$ cat src/rtl/serial_adder_ctrl.sv
// Bit-serial adder: one full-adder cell with a registered carry, operands consumed LSB-first.
// Optional SERIAL_ADD_OVF_EN adds a registered two's-complement overflow output (ovf).
module serial_adder_ctrl #(
    parameter int unsigned WIDTH = 8
) (
    input  logic             clk,
    input  logic             rst,
    input  logic             start,
    input  logic [WIDTH-1:0] a,
    input  logic [WIDTH-1:0] b,
    input  logic             cin,
    output logic             busy,
    output logic             done,
    output logic [WIDTH-1:0] sum,
    output logic             cout
`ifdef SERIAL_ADD_OVF_EN
    ,
    output logic             ovf
`endif
);

    localparam int unsigned CW = (WIDTH > 1) ? $clog2(WIDTH) : 1;
    localparam logic [CW-1:0] LAST = CW'(WIDTH - 1);

    typedef enum logic [1:0] {
        IDLE,
        SHIFT,
        DONE
    } state_t;

    state_t           state;
    state_t           state_nxt;
    logic [WIDTH-1:0] a_sh;
    logic [WIDTH-1:0] b_sh;
    logic [WIDTH-2:0] s_sh;
    logic [WIDTH-1:0] s_nxt;
    logic             c_reg;
    logic [CW-1:0]    cnt;
    logic             fa_sum;
    logic             fa_carry;
    logic             last_bit;

    assign fa_sum   = a_sh[0] ^ b_sh[0] ^ c_reg;
    assign fa_carry = (a_sh[0] & b_sh[0]) | (a_sh[0] & c_reg) | (b_sh[0] & c_reg);
    assign last_bit = (cnt == LAST);

    // Only the upper WIDTH-1 sum bits are kept between edges; the bit that
    // would fall off the bottom is never needed, the full word is s_nxt.
    assign s_nxt = {fa_sum, s_sh};

    always_ff @(posedge clk) begin
        if (rst) begin
            state <= IDLE;
        end else begin
            state <= state_nxt;
        end
    end

    always_comb begin
        state_nxt = state;
        busy      = 1'b0;
        done      = 1'b0;
        case (state)
            IDLE: begin
                if (start) begin
                    state_nxt = SHIFT;
                end
            end
            SHIFT: begin
                busy = 1'b1;
                if (last_bit) begin
                    state_nxt = DONE;
                end
            end
            DONE: begin
                busy      = 1'b1;
                done      = 1'b1;
                state_nxt = IDLE;
            end
            default: state_nxt = IDLE;
        endcase
    end

    always_ff @(posedge clk) begin
        if (rst) begin
            a_sh  <= '0;
            b_sh  <= '0;
            s_sh  <= '0;
            c_reg <= 1'b0;
            cnt   <= '0;
            sum   <= '0;
            cout  <= 1'b0;
`ifdef SERIAL_ADD_OVF_EN
            ovf   <= 1'b0;
`endif
        end else begin
            case (state)
                IDLE: begin
                    if (start) begin
                        a_sh  <= a;
                        b_sh  <= b;
                        c_reg <= cin;
                        cnt   <= '0;
                    end
                end
                SHIFT: begin
                    a_sh  <= {1'b0, a_sh[WIDTH-1:1]};
                    b_sh  <= {1'b0, b_sh[WIDTH-1:1]};
                    s_sh  <= s_nxt[WIDTH-1:1];
                    c_reg <= fa_carry;
                    cnt   <= cnt + 1'b1;
                    if (last_bit) begin
                        sum  <= s_nxt;
                        cout <= fa_carry;
`ifdef SERIAL_ADD_OVF_EN
                        // c_reg is the carry into the MSB on the final bit
                        ovf  <= c_reg ^ fa_carry;
`endif
                    end
                end
                default: ;
            endcase
        end
    end

endmodule
$ cat config.mk
export PLATFORM = sky130hd
export DESIGN_NAME = serial_adder_ctrl
export DESIGN_NICKNAME = d
export VERILOG_FILES = /design/src/rtl/serial_adder_ctrl.sv
export SDC_FILE = /design/constraint.sdc
export NUM_CORES = 1
export LEC_CHECK = 0
export CORE_MARGIN = 5
export CORE_UTILIZATION = 55
export DETAILED_ROUTE_END_ITERATION = 16
export PLACE_DENSITY = 0.83
export SLEW_MARGIN = 15
export SYNTH_ARGS = -nofsm -noshare
export SYNTH_HDL_FRONTEND = slang
export SYNTH_SLANG_ARGS = --single-unit
$ cat constraint.sdc
create_clock -name clk -period 2.5 [get_ports clk]
set_input_delay 0.625 -clock clk [delete_from_list [all_inputs] [get_ports clk]]
set_output_delay 0.625 -clock clk [all_outputs]
set_load 0.02 [all_outputs]
==> impl_metrics.env, run 1 <==
export IMPL_antenna_left=0
export IMPL_worstSetupPathType="flip-flop to output pin"
export IMPL_tns_ns=0
export IMPL_cts_root_buf="clkbuf_4"
export IMPL_vdd_drop_max_uv=478.0
export IMPL_fp_dieW_um=65.85
export IMPL_arrival_ns=1.67
export IMPL_ys_warn_count=0
export IMPL_grt_overflow_total=0
export IMPL_p_leak_nw=0.7381
export IMPL_fp_dieH_um=65.85
export IMPL_layout_commonest_cell="dfxtp_1"
export IMPL_crit_path_start_kind="flip-flop"
export IMPL_ys_seq_elements=38
export IMPL_holdCritPathClass="flip-flop to flip-flop"
export IMPL_pre_cts_slack_ns=0.5100
export IMPL_rsz0062_at_grt="false"
export IMPL_outcome="finished clean"
export IMPL_worstPathRequired_ns=1.88
export IMPL_postCtsSetupBuffers=0
export IMPL_cp_cell_sequence="inv_1 > ha_1 > clkdlybuf4s50_1"
export IMPL_layout_common_cells="dfxtp_1, clkdlybuf4s50_1, mux2i_1"
export IMPL_cpPeakStageDelay_ns=0.59
export IMPL_grt_pass1_wl_um=5271
export IMPL_cts_inserted_buffers=5
export IMPL_hold_violations=0
export IMPL_drive_gt1_share_pct=15.31
export IMPL_powerDensity_nw_per_um2=601.7
export IMPL_cts_tree="built"
export IMPL_h_tree_depth=2
export IMPL_final_nets=221
export IMPL_top_usage_layer="met2"
export IMPL_drv_slew=0
export IMPL_area_delta_synth_final_pct=19.99
export IMPL_grt_pass1_vias=1264
export IMPL_diodes=0
export IMPL_clkTransAtPathRegs_ns=0.11
export IMPL_period_minus_slack_ns=2.298
export IMPL_clock_sinks=38
export IMPL_worst_slew_pin_slew_ns=0.4995
export IMPL_drc=0
export IMPL_fin_ws_ns=0.2023
export IMPL_routed_via_density=5.304
export IMPL_grt_max_degree=39
export IMPL_syn_inst=169
export IMPL_synth_top_area_share_pct=44.35
export IMPL_post_dp_hpwl_um=2166
export IMPL_ys_seq_area_share_pct=44.35
export IMPL_ctsResizeCount=0
export IMPL_slew_headroom_pct=65.75
export IMPL_placed_cell_area_um2=1994
export IMPL_fin_area_um2=2058
export IMPL_antenna_found_initial=0
export IMPL_globalRouteMet1Util_pct=17.85
export IMPL_syn_area_per_cell_um2=10.15
export IMPL_max_freq_mhz=435.2
export IMPL_worst_setup_path_end_kind="output pin"
export IMPL_drtIter0Drc=49
export IMPL_gp_congestion=0.7205
export IMPL_first_pass_iters=4
export IMPL_groute_layer_met3_usage_pct=4.932
export IMPL_clk_latency_ns=0.35
export IMPL_yosysTopAreaCell="dfxtp_1"
export IMPL_fin_worst_skew_ns=0.01115
export IMPL_holdBufCountCts=0
export IMPL_vias=1273
export IMPL_wl_um=3111
export IMPL_max_cap_violations=0
export IMPL_cp_top_family="buffers and inverters"
export IMPL_cp_slowest_cell="clkdlybuf4s50_1"
export IMPL_grtUsageTotal_pct=15.76
export IMPL_timing_final_crit_share_pct=91.91
export IMPL_synthTopCellsByArea="dfxtp_1, mux2i_1, a211oi_2"
export IMPL_synthesis_nets=195
export IMPL_wl_per_cell_um=12.96
export IMPL_numPortBuffers=30
export IMPL_synth_distinct_cells=23
export IMPL_met2_usage_pct=27.28
export IMPL_reg_largest_list="a_sh x8, b_sh x8, sum x8"
export IMPL_initial_core_util_pct=56.65
export IMPL_fp_coreArea_um2=3028
export IMPL_die_area_um2=4336
export IMPL_final_setup_viol_count=0
export IMPL_io_pin_count=31
export IMPL_rows=20
export IMPL_cp_num_buf_inv=2
export IMPL_cp_max_fo=3
export IMPL_netlist_area_um2=1715
export IMPL_cts_buffer_depth=2
[synth_stat cells]
| master | count |
|---|---|
| mux2i_1 | 23 |
| inv_1 | 3 |
| nand2_1 | 13 |
| nor3_1 | 1 |
| nor2b_1 | 1 |
| nor2_2 | 3 |
| a211oi_1 | 1 |
| nand3_1 | 9 |
| nor2_1 | 21 |
| buf_6 | 5 |
| mux2_4 | 1 |
| fa_1 | 1 |
| a211oi_2 | 15 |
| buf_4 | 1 |
| nand2b_1 | 1 |
| buf_2 | 3 |
| nand3b_1 | 3 |
| a32oi_1 | 2 |
| or2b_1 | 1 |
| ha_1 | 5 |
| clkbuf_1 | 4 |
| a21oi_1 | 14 |
| dfxtp_1 | 38 |
[metrics by stage]
step           hold slack [ns]  utilization [%]  power [mW]  instances
6_report                0.4638            67.98       1.238        240
5_1_grt                 0.4840            67.98       1.298        240
3_5_place_dp            0.4512            65.87      0.9118        232
3_3_place_gp            0.4427            65.87      0.8998        232
4_1_cts                 0.4670            67.98       1.245        240
2_1_floorplan           0.4316                -      0.8655        169
[per-layer routing]
metal / vias to the layer above / wire length [µm]
met2: 22 / 1501
met1: 602 / 1401
met3: 7 / 152
li1: 642 / -
met5: - / 0
met4: 0 / 57
[worst min-delay path, delay by kind of cell, from the launching register on]
family	cells	cell delay, ns
flops	1	0.33
simple gates	1	0.05
compound gates	1	0.05
[final timing paths]
path         depth (start not counted)             endpoint  slack, ns                   from
min reg2reg                          2  sum[5]$_SDFFE_PP0P_       0.46    sum[5]$_SDFFE_PP0P_
min                                  2  sum[5]$_SDFFE_PP0P_       0.46    sum[5]$_SDFFE_PP0P_
max reg2reg                          6  sum[3]$_SDFFE_PP0P_       0.56  state[1]$_SDFFE_PP0P_
max                                  3                 busy       0.20  state[0]$_SDFFE_PP0P_
[logic make-up (layout without fill, tap and decap cells)]
logic type / Yosys count / after routing / synth area share (%)
AOI/OAI and AO/OA: 32 / 32 / 16.48
DFF: 38 / 38 / 44.35
muxes: 24 / 24 / 14.30
adders and majority gates: 6 / 6 / 4.814
buffers and inverters: 16 / 43 / 6.126
and+or+nand+nor: 53 / 53 / 13.93
[report_power, final]
| part | switching (mW) | internal (mW) | total (mW) |
|---|---|---|---|
| registers | 0.0217 | 0.642 | 0.664 |
| clock network | 0.207 | 0.135 | 0.342 |
| logic | 0.123 | 0.110 | 0.233 |
| total | 0.351 | 0.887 | 1.24 |
[cell type report]
type	count	area, µm²
Fill cell	242	969.7
Multi-Input combinational cell	115	852.1
Sequential cell	38	760.7
Timing Repair Buffer	32	315.3
Tap cell	44	55.05
Clock buffer	6	51.30
Clock inverter	2	12.51
Inverter	3	11.26
No activity file was read; power rests on OpenSTA's default activity.
==> inputs of run 2 (changes only) <==
--- a/config.mk
+++ b/config.mk
@@ -6,9 +6,9 @@
 export NUM_CORES = 1
 export LEC_CHECK = 0
 export CORE_MARGIN = 5
-export CORE_UTILIZATION = 55
+export CORE_UTILIZATION = 46
 export DETAILED_ROUTE_END_ITERATION = 16
-export PLACE_DENSITY = 0.83
+export PLACE_DENSITY = 0.74
 export SLEW_MARGIN = 15
 export SYNTH_ARGS = -nofsm -noshare
 export SYNTH_HDL_FRONTEND = slang
==> constraint.sdc (replaced) <==
create_clock -name clk -period 1.9 [get_ports clk]
set_input_delay 0.475 -clock clk [delete_from_list [all_inputs] [get_ports clk]]
set_output_delay 0.475 -clock clk [all_outputs]
set_load 0.02 [all_outputs]
==> run 2 against run 1 <==
Against the previous run: highest routed layer unchanged; clock skew fell by 0.0059 ns; first-iteration DRC count rose by 61%; combinational power rose by 33%; critical endpoint unchanged; routed wire length rose by 5.1%; hold slack got worse by 0.0074 ns; sequential share of layout area fell by 1.0 points; largest power group unchanged.
==> impl_metrics.env, run 2 (synthesized netlist as in run 1, its figures left out) <==
export IMPL_grtUsageTotal_pct=13.88
export IMPL_rows=22
export IMPL_combPwrFrac_pct=17.7
export IMPL_max_cap_violations=0
export IMPL_seq_power_share_pct=50.1
export IMPL_place_inst=238
export IMPL_hold_violations=0
export IMPL_p_clk_share_pct=32.2
export IMPL_p_sw_uw=459.3
export IMPL_period_minus_slack_ns=1.820
export IMPL_drtIter0Drc=79
export IMPL_cts_root_buf="clkbuf_8"
export IMPL_fin_worst_skew_ns=0.005264
export IMPL_p_leak_nw=0.7755
export IMPL_wl_per_cell_um=13.29
export IMPL_cts_inserted_buffers=5
export IMPL_intPower_mw=1.285
export IMPL_drc=0
export IMPL_clkTransAtPathRegs_ns=0.07
export IMPL_worst_slew_pin_slew_ns=0.4605
export IMPL_fp_coreArea_um2=3633
export IMPL_worstSetupPathType="flip-flop to output pin"
export IMPL_crit_path_start_kind="flip-flop"
export IMPL_fin_area_um2=2116
export IMPL_cts_buffer_depth=2
export IMPL_drv_slew=0
export IMPL_max_freq_mhz=549.3
export IMPL_final_core_util_pct=58.23
export IMPL_outcome="finished clean"
export IMPL_h_tree_depth=2
export IMPL_placed_cell_area_um2=2027
export IMPL_layout_commonest_cell="dfxtp_1"
export IMPL_worstPathRequired_ns=1.42
export IMPL_powerDensity_nw_per_um2=824.3
export IMPL_vdd_drop_max_uv=445.3
export IMPL_antenna_left=0
export IMPL_timing_final_crit_share_pct=95.81
export IMPL_numPortBuffers=30
export IMPL_final_setup_viol_count=0
export IMPL_fp_dieH_um=71.07
export IMPL_r2r_slack_ns=0.30
export IMPL_vias=1259
export IMPL_clock_sinks=38
export IMPL_pre_cts_slack_ns=0.04782
export IMPL_antenna_found_initial=0
export IMPL_grt_max_degree=39
export IMPL_fin_hold_ws_ns=0.4564
export IMPL_fin_ws_ns=0.07956
export IMPL_slew_headroom_pct=68.42
export IMPL_fp_dieW_um=71.07
export IMPL_post_dp_hpwl_um=2287
export IMPL_cts_tree="built"
export IMPL_holdBufCountCts=0
export IMPL_first_pass_iters=4
export IMPL_arrival_ns=1.35
export IMPL_layout_common_cells="dfxtp_1, clkdlybuf4s50_1, mux2i_1"
export IMPL_initial_core_util_pct=47.21
export IMPL_cp_max_fo=3
export IMPL_io_pin_count=31
export IMPL_grt_pass1_wl_um=5547
export IMPL_final_nets=223
export IMPL_holdCritPathClass="flip-flop to flip-flop"
export IMPL_area_delta_synth_final_pct=23.34
export IMPL_rsz0062_at_grt="false"
export IMPL_tns_ns=0
export IMPL_sw_frac_of_total_pct=26.34
export IMPL_reg_largest_list="a_sh x8, b_sh x8, sum x8"
export IMPL_grt_pass1_vias=1279
export IMPL_drive_gt1_share_pct=15.66
export IMPL_die_area_um2=5050
export IMPL_clk_latency_ns=0.29
export IMPL_grt_overflow_total=0
export IMPL_wl_um=3269
export IMPL_finalPower_mw=1.744
export IMPL_routed_via_density=5.118
export IMPL_fin_cells=246
export IMPL_diodes=0
export IMPL_worst_setup_path_end_kind="output pin"
export IMPL_gp_congestion=0.7301
run 2: metal layers:
metal	share of wire (%)	GRT usage, %	up-vias
met3	3.0	3.693	7
met5	0	0	-
met2	50	24.10	21
met1	45	15.17	589
met4	2.5	7.933	0
li1	-	-	642
run 2: worst paths after layout:
kind / depth (start not counted) / start / end
min: 2 / a_sh[7]$_SDFFE_PP0P_ / a_sh[7]$_SDFFE_PP0P_
min reg2reg: 2 / a_sh[7]$_SDFFE_PP0P_ / a_sh[7]$_SDFFE_PP0P_
max reg2reg: 5 / state[0]$_SDFFE_PP0P_ / a_sh[2]$_SDFFE_PP0P_
max: 3 / state[1]$_SDFFE_PP0P_ / busy
run 2: repair_timing:
item,4_1_cts,5_1_grt
setup endpoints to repair,2,0
gates resized for setup,2,0
setup buffers,0,0
run 2: power groups by stage:
stage                     logic (mW)  registers (mW)  clock network (mW)
after CTS                      0.313           0.874               0.575
final                          0.309           0.874               0.561
after floorplan                0.254           0.885                   0
after global routing           0.338           0.880               0.611
after detailed placement       0.313           0.892                   0
after global placement         0.300           0.890                   0
run 2: critical path, stage by stage (launching register included):
cell           delay [ns]
dfxtp_1              0.37
inv_1                0.09
ha_1                 0.28
dlygate4sd2_1        0.32
run 2: cell type report:
type / instances / area, µm²
multi-input combinational: 115 / 852.1
clock inverter: 1 / 5.005
clock buffer: 7 / 86.33
inverter: 3 / 11.26
sequential: 38 / 760.7
fill: 318 / 1518
tap: 48 / 60.06
timing repair buffer: 34 / 340.3
